File: config.mk
export PLATFORM = sky130hd
export DESIGN_NAME = queue_drain
export DESIGN_NICKNAME = d
export VERILOG_FILES = /design/src/rtl/queue_drain_pkg.sv /design/src/rtl/queue_drain_buf.sv /design/src/rtl/queue_drain.sv
export SDC_FILE = /design/constraint.sdc
export NUM_CORES = 1
export LEC_CHECK = 0
export ABC_AREA = 0
export BUFFER_PORTS_ARGS = -buffer_cell sky130_fd_sc_hd__buf_2
export CAP_MARGIN = 25
export CORE_MARGIN = 1.5
export CORE_UTILIZATION = 35
export DETAILED_ROUTE_END_ITERATION = 12
export SKIP_LAST_GASP = 1
export SLEW_MARGIN = 10
export SYNTH_ARGS = -nofsm -noshare
export SYNTH_HDL_FRONTEND = slang
export SYNTH_SLANG_ARGS = --single-unit
File: constraint.sdc
create_clock -name clk -period 2.9 [get_ports clk]
set_clock_uncertainty 0.1 [all_clocks]
set_input_delay 0.29 -clock clk [delete_from_list [all_inputs] [get_ports clk]]
set_output_delay 0.29 -clock clk [all_outputs]
set_load 0.01 [all_outputs]
File: src/rtl/queue_drain_pkg.sv
// Shared FSM encoding and default widths for the queue drain controller.
package queue_drain_pkg;

  localparam int DATA_W_DEF = 8;
  localparam int CNT_W_DEF  = 11;

  typedef enum logic [1:0] {
    IDLE   = 2'd0,
    RUN    = 2'd1,
    FINISH = 2'd2
  } state_t;

endpackage

File: src/rtl/queue_drain_buf.sv
// drain_buf: small output FIFO with wrap-around pointers and a registered head.
module drain_buf #(
  parameter int DATA_W = 8,
  parameter int DEPTH  = 2,
  localparam int PTR_W = $clog2(DEPTH)
) (
  input  logic              clk,
  input  logic              rst_n,
  input  logic              wr_en,
  input  logic [DATA_W-1:0] wr_data,
  input  logic              rd_en,
  output logic [DATA_W-1:0] head,
  output logic              full,
  output logic              empty,
  output logic [PTR_W:0]    occ
);

  logic [DATA_W-1:0] mem [DEPTH];
  logic [PTR_W:0]    wr_ptr;
  logic [PTR_W:0]    rd_ptr;
  logic              do_wr;
  logic              do_rd;

  // pointers carry an extra wrap bit so full and empty are distinguishable
  assign occ   = wr_ptr - rd_ptr;
  assign full  = (occ == (PTR_W+1)'(DEPTH));
  assign empty = (wr_ptr == rd_ptr);
  assign do_rd = rd_en && !empty;
  assign do_wr = wr_en && (!full || do_rd);
  assign head  = mem[rd_ptr[PTR_W-1:0]];

  always_ff @(posedge clk or negedge rst_n) begin
    if (!rst_n) begin
      wr_ptr <= '0;
      rd_ptr <= '0;
      for (int i = 0; i < DEPTH; i++) mem[i] <= '0;
    end else begin
      if (do_wr) begin
        mem[wr_ptr[PTR_W-1:0]] <= wr_data;
        wr_ptr <= wr_ptr + (PTR_W+1)'(1);
      end
      if (do_rd) rd_ptr <= rd_ptr + (PTR_W+1)'(1);
    end
  end

endmodule

File: src/rtl/queue_drain.sv
// Drains a 1-cycle-latency queue into a ready/valid stream under a credit limit.
//   state  | meaning
//   IDLE   | waiting for start
//   RUN    | issuing reads while credit allows, until the queue reports empty
//   FINISH | no more reads; waiting for the buffer and in-flight read to drain
module queue_drain
  import queue_drain_pkg::*;
#(
  parameter int DATA_W    = DATA_W_DEF,
  parameter int CNT_W     = CNT_W_DEF,
  parameter int BUF_DEPTH = 2
) (
  input  logic              clk,
  input  logic              rst_n,
  input  logic              start,
  output logic              q_read,
  input  logic              q_valid,
  input  logic [DATA_W-1:0] q_data,
  output logic              m_valid,
  output logic [DATA_W-1:0] m_data,
  input  logic              m_ready,
  output logic              busy,
  output logic              done,
  output logic [CNT_W-1:0]  count
);

  localparam int OCC_W = $clog2(BUF_DEPTH) + 1;

  state_t           state;
  state_t           state_nxt;
  logic             outstanding;
  logic [OCC_W-1:0] occ;
  logic [OCC_W:0]   inflight;
  logic             buf_full;
  logic             buf_empty;
  logic             credit_ok;
  logic             resp_empty;
  logic             wr_en;
  logic             xfer;

  assign resp_empty = outstanding && !q_valid;
  assign wr_en      = outstanding && q_valid;
  assign m_valid    = !buf_empty;
  assign xfer       = m_valid && m_ready;
  assign busy       = (state != IDLE);

  // occupancy counts only registered entries, so a read is granted only when
  // the slot for its response is guaranteed even if nothing drains meanwhile
  assign inflight  = {1'b0, occ} + {{OCC_W{1'b0}}, outstanding};
  assign credit_ok = !buf_full && (inflight < (OCC_W+1)'(BUF_DEPTH));

  drain_buf #(
    .DATA_W (DATA_W),
    .DEPTH  (BUF_DEPTH)
  ) u_buf (
    .clk     (clk),
    .rst_n   (rst_n),
    .wr_en   (wr_en),
    .wr_data (q_data),
    .rd_en   (xfer),
    .head    (m_data),
    .full    (buf_full),
    .empty   (buf_empty),
    .occ     (occ)
  );

  always_comb begin
    state_nxt = state;
    q_read    = 1'b0;
    done      = 1'b0;
    case (state)
      IDLE: begin
        if (start) state_nxt = RUN;
      end
      RUN: begin
        if (resp_empty) state_nxt = FINISH;
        else if (credit_ok) q_read = 1'b1;
      end
      FINISH: begin
        if (buf_empty && !outstanding) begin
          done      = 1'b1;
          state_nxt = IDLE;
        end
      end
      default: state_nxt = IDLE;
    endcase
  end

  always_ff @(posedge clk or negedge rst_n) begin
    if (!rst_n) begin
      state       <= IDLE;
      outstanding <= 1'b0;
      count       <= '0;
    end else begin
      state       <= state_nxt;
      outstanding <= q_read;
      if (state == IDLE && start) count <= '0;
      else if (xfer && count != '1) count <= count + CNT_W'(1);
    end
  end

endmodule

==> results.ini <==
[die]
num_rows=25
die-area_um2=5270
die_height_um=72.6
core_um2=4690
ioPinCount=36
die-width_um=72.6
start_util=0.361

[power_and_ir_drop]
p_per_area_nw_per_um2=1020
leakagePower_nw=0.910
peakVddDrop_uv=503
finalPower_w=0.00204

[drt]
ant_nets=0
drt_wl_total_um=3530
vias=1265
avgRoutedWirePerCell_um=15.0
drt_first_iter_violations=72
route.detailed.drc=0
drt_pass1_iterations=4
viasPerCell=5.38

[sta]
finalSetupViolations=0
tightest_slew_ns=0.761
fin_ws_ns=0.590
hold_ws_ns=0.148
finalMaxSlewViolations=0
fin_crit_ns=2.31
hold_viol=0
fin_crit_sh=0.796
rsz0062_at_grt=no
relSlewSlack=0.493
tns_ns=0
fmax_mhz=433

[logic_synthesis]
ys_warn_count=0
synth_top_area_cell=dfrtp_1
syn-cell-area_um2=1690
syn_inst=145
synth.top_cell.area_share=0.502
ys_seq_area_frac=0.502
synthTopCellsByArea=dfrtp_1 50%, mux2_2 16%, xnor2_1 2.6%
syn-mean-instance-area_um2=11.7
synth_nets=160
ys_types=39
synth-seq-cells=34

[global_route]
grt_use_total=0.143
antenna_found_initial=0
grt_max_degree=35
overflow=0
grt_pass1_wl_um=5690
grt_pass1_vias=1265

[final_layout]
layout-drive-gt1-share=0.381
fin_nets=195
area_delta_synth_final_pct=18.0
num_antenna_cells=0
final_cells=235

[clocking]
cts_root_buf=clkbuf_8
postCtsSetupBuffers=0
cts_made_buffers=5
cts_hold_buffers=1
clkSlewWorstSetupHoldPaths_ns=0.06
cts_resized=0
cts_tree=done
worstSkewPairLatency_ns=0.29
clockBufferDepth=2
htreeDepth=2
cts_sinks=34

[place]
gp_congestion=0.797
port_buffers=35
dp_cells=226
post-place-ws_ns=0.608
hpwlAfterDp_um=2500

[critical_path]
cp-end-kind=register
crit_arrival_ns=2.42
path_class=register to register
cp_max_fo=20
start_kind=register
cp.required_ns=3.01

[run_status]
status=finished clean

[worst_hold_path]
hold_path.class=input pin to register

[flow_run]
cap_violations=0

[synth_stat cells]
cell type and number:
or3_1 2, and4_1 2, nand3_1 2, dfrtp_1 34
nand2_1 7, o2111ai_2 2, o21a_1 2, a21boi_0 1
nor3_1 2, o311ai_0 1, buf_1 1, o31a_1 1
mux2_2 24, buf_2 1, nor2_1 4, a311oi_1 1
xnor2_1 5, clkbuf_1 5, nand4_1 2, o211ai_1 1
nand2b_1 2, a21bo_1 1, o31ai_1 5, o21ai_0 3
or4_1 4, o41ai_1 1, o32ai_1 1, mux2i_1 1
xnor2_2 1, a21oi_1 8, ha_1 2, nor4_1 1
and3_1 2, and2_1 2, nand4b_1 2, nand3b_1 1
buf_6 1, inv_1 6, a211oi_1 1
[metrics by stage]
stage	util	instance area, um2
after CTS	0.426	2000
final	0.426	2000
after global routing	0.426	2000
after floorplan	-	1690
after global placement	0.405	1900
after detailed placement	0.405	1900
[state kept, by name, indices dropped and copies added, names as in the netlist]
name / cells
outstanding: 1
u_buf.rd_ptr: 2
u_buf.wr_ptr: 2
u_buf.mem: 16
state: 2
count: 11
[placed cells by master (no fill, tap or decap), types with 3 or more instances in the layout]
| master | count |
|---|---|
| mux2_2 | 24 |
| inv_1 | 6 |
| nand2_1 | 7 |
| xnor2_1 | 5 |
| nor2_1 | 4 |
| or4_1 | 4 |
| buf_2 | 35 |
| dfrtp_1 | 34 |
| clkbuf_8 | 6 |
| o31ai_1 | 5 |
| o21ai_0 | 3 |
| a21oi_1 | 8 |
[critical path, cell delays in order, from the launching register on]
cell,delay (ns)
dfrtp_1,0.64
ha_1,0.36
a21bo_1,0.39
or4_1,0.57
a21oi_1,0.16
[final cells by class]
| cell class | instances | area (um2) |
|---|---|---|
| fillers | 451 | 2690 |
| well taps | 54 | 67.6 |
| inverters | 6 | 22.5 |
| clock buffers | 7 | 86.3 |
| flip-flops and latches | 34 | 851 |
| repair buffers | 36 | 185 |
| clock inverters | 1 | 5.00 |
| multi-input cells | 97 | 782 |
[cells by family after synthesis]
logic type      Yosys count  synth area share
simple gates             35             0.120
flops                    34             0.502
compound gates           29             0.126
mux                      25             0.165
buf+inv                  14            0.0362
xor+xnor                  6            0.0355
fa+ha+maj                 2            0.0148
[routing by layer]
layer / vias to the layer above / wire (um) / share of wire / global-route usage
met2: 34 / 1730 / 0.49 / 0.242
met5: - / 0 / 0 / 0
li1: 606 / - / - / -
met4: 0 / 69 / 0.020 / 0.0629
met3: 9 / 183 / 0.052 / 0.0511
met1: 616 / 1550 / 0.44 / 0.161
[path summary, 6_finish.rpt]
path                                  from      endpoint  slack, ns  cells past startpoint
max                        u_buf.rd_ptr[0]      count[9]       0.59                      4
max in group asynchronous            rst_n      count[8]       1.70                      2
min in group asynchronous            rst_n      count[4]       0.50                      2
min                              q_data[7]  u_buf.mem[7]       0.15                      2
max reg2reg                u_buf.rd_ptr[0]      count[9]       0.59                      4
min reg2reg                       state[1]      state[0]       0.38                      1
[report_power, final]
part	total (W)	switching, W	internal [W]	leakage, nW
Combinational	0.000866	0.000434	0.000433	0.434
Sequential	0.000816	0.000160	0.000656	0.427
Clock	0.000361	0.000170	0.000191	0.0482
(Power assumes the default switching activity.)
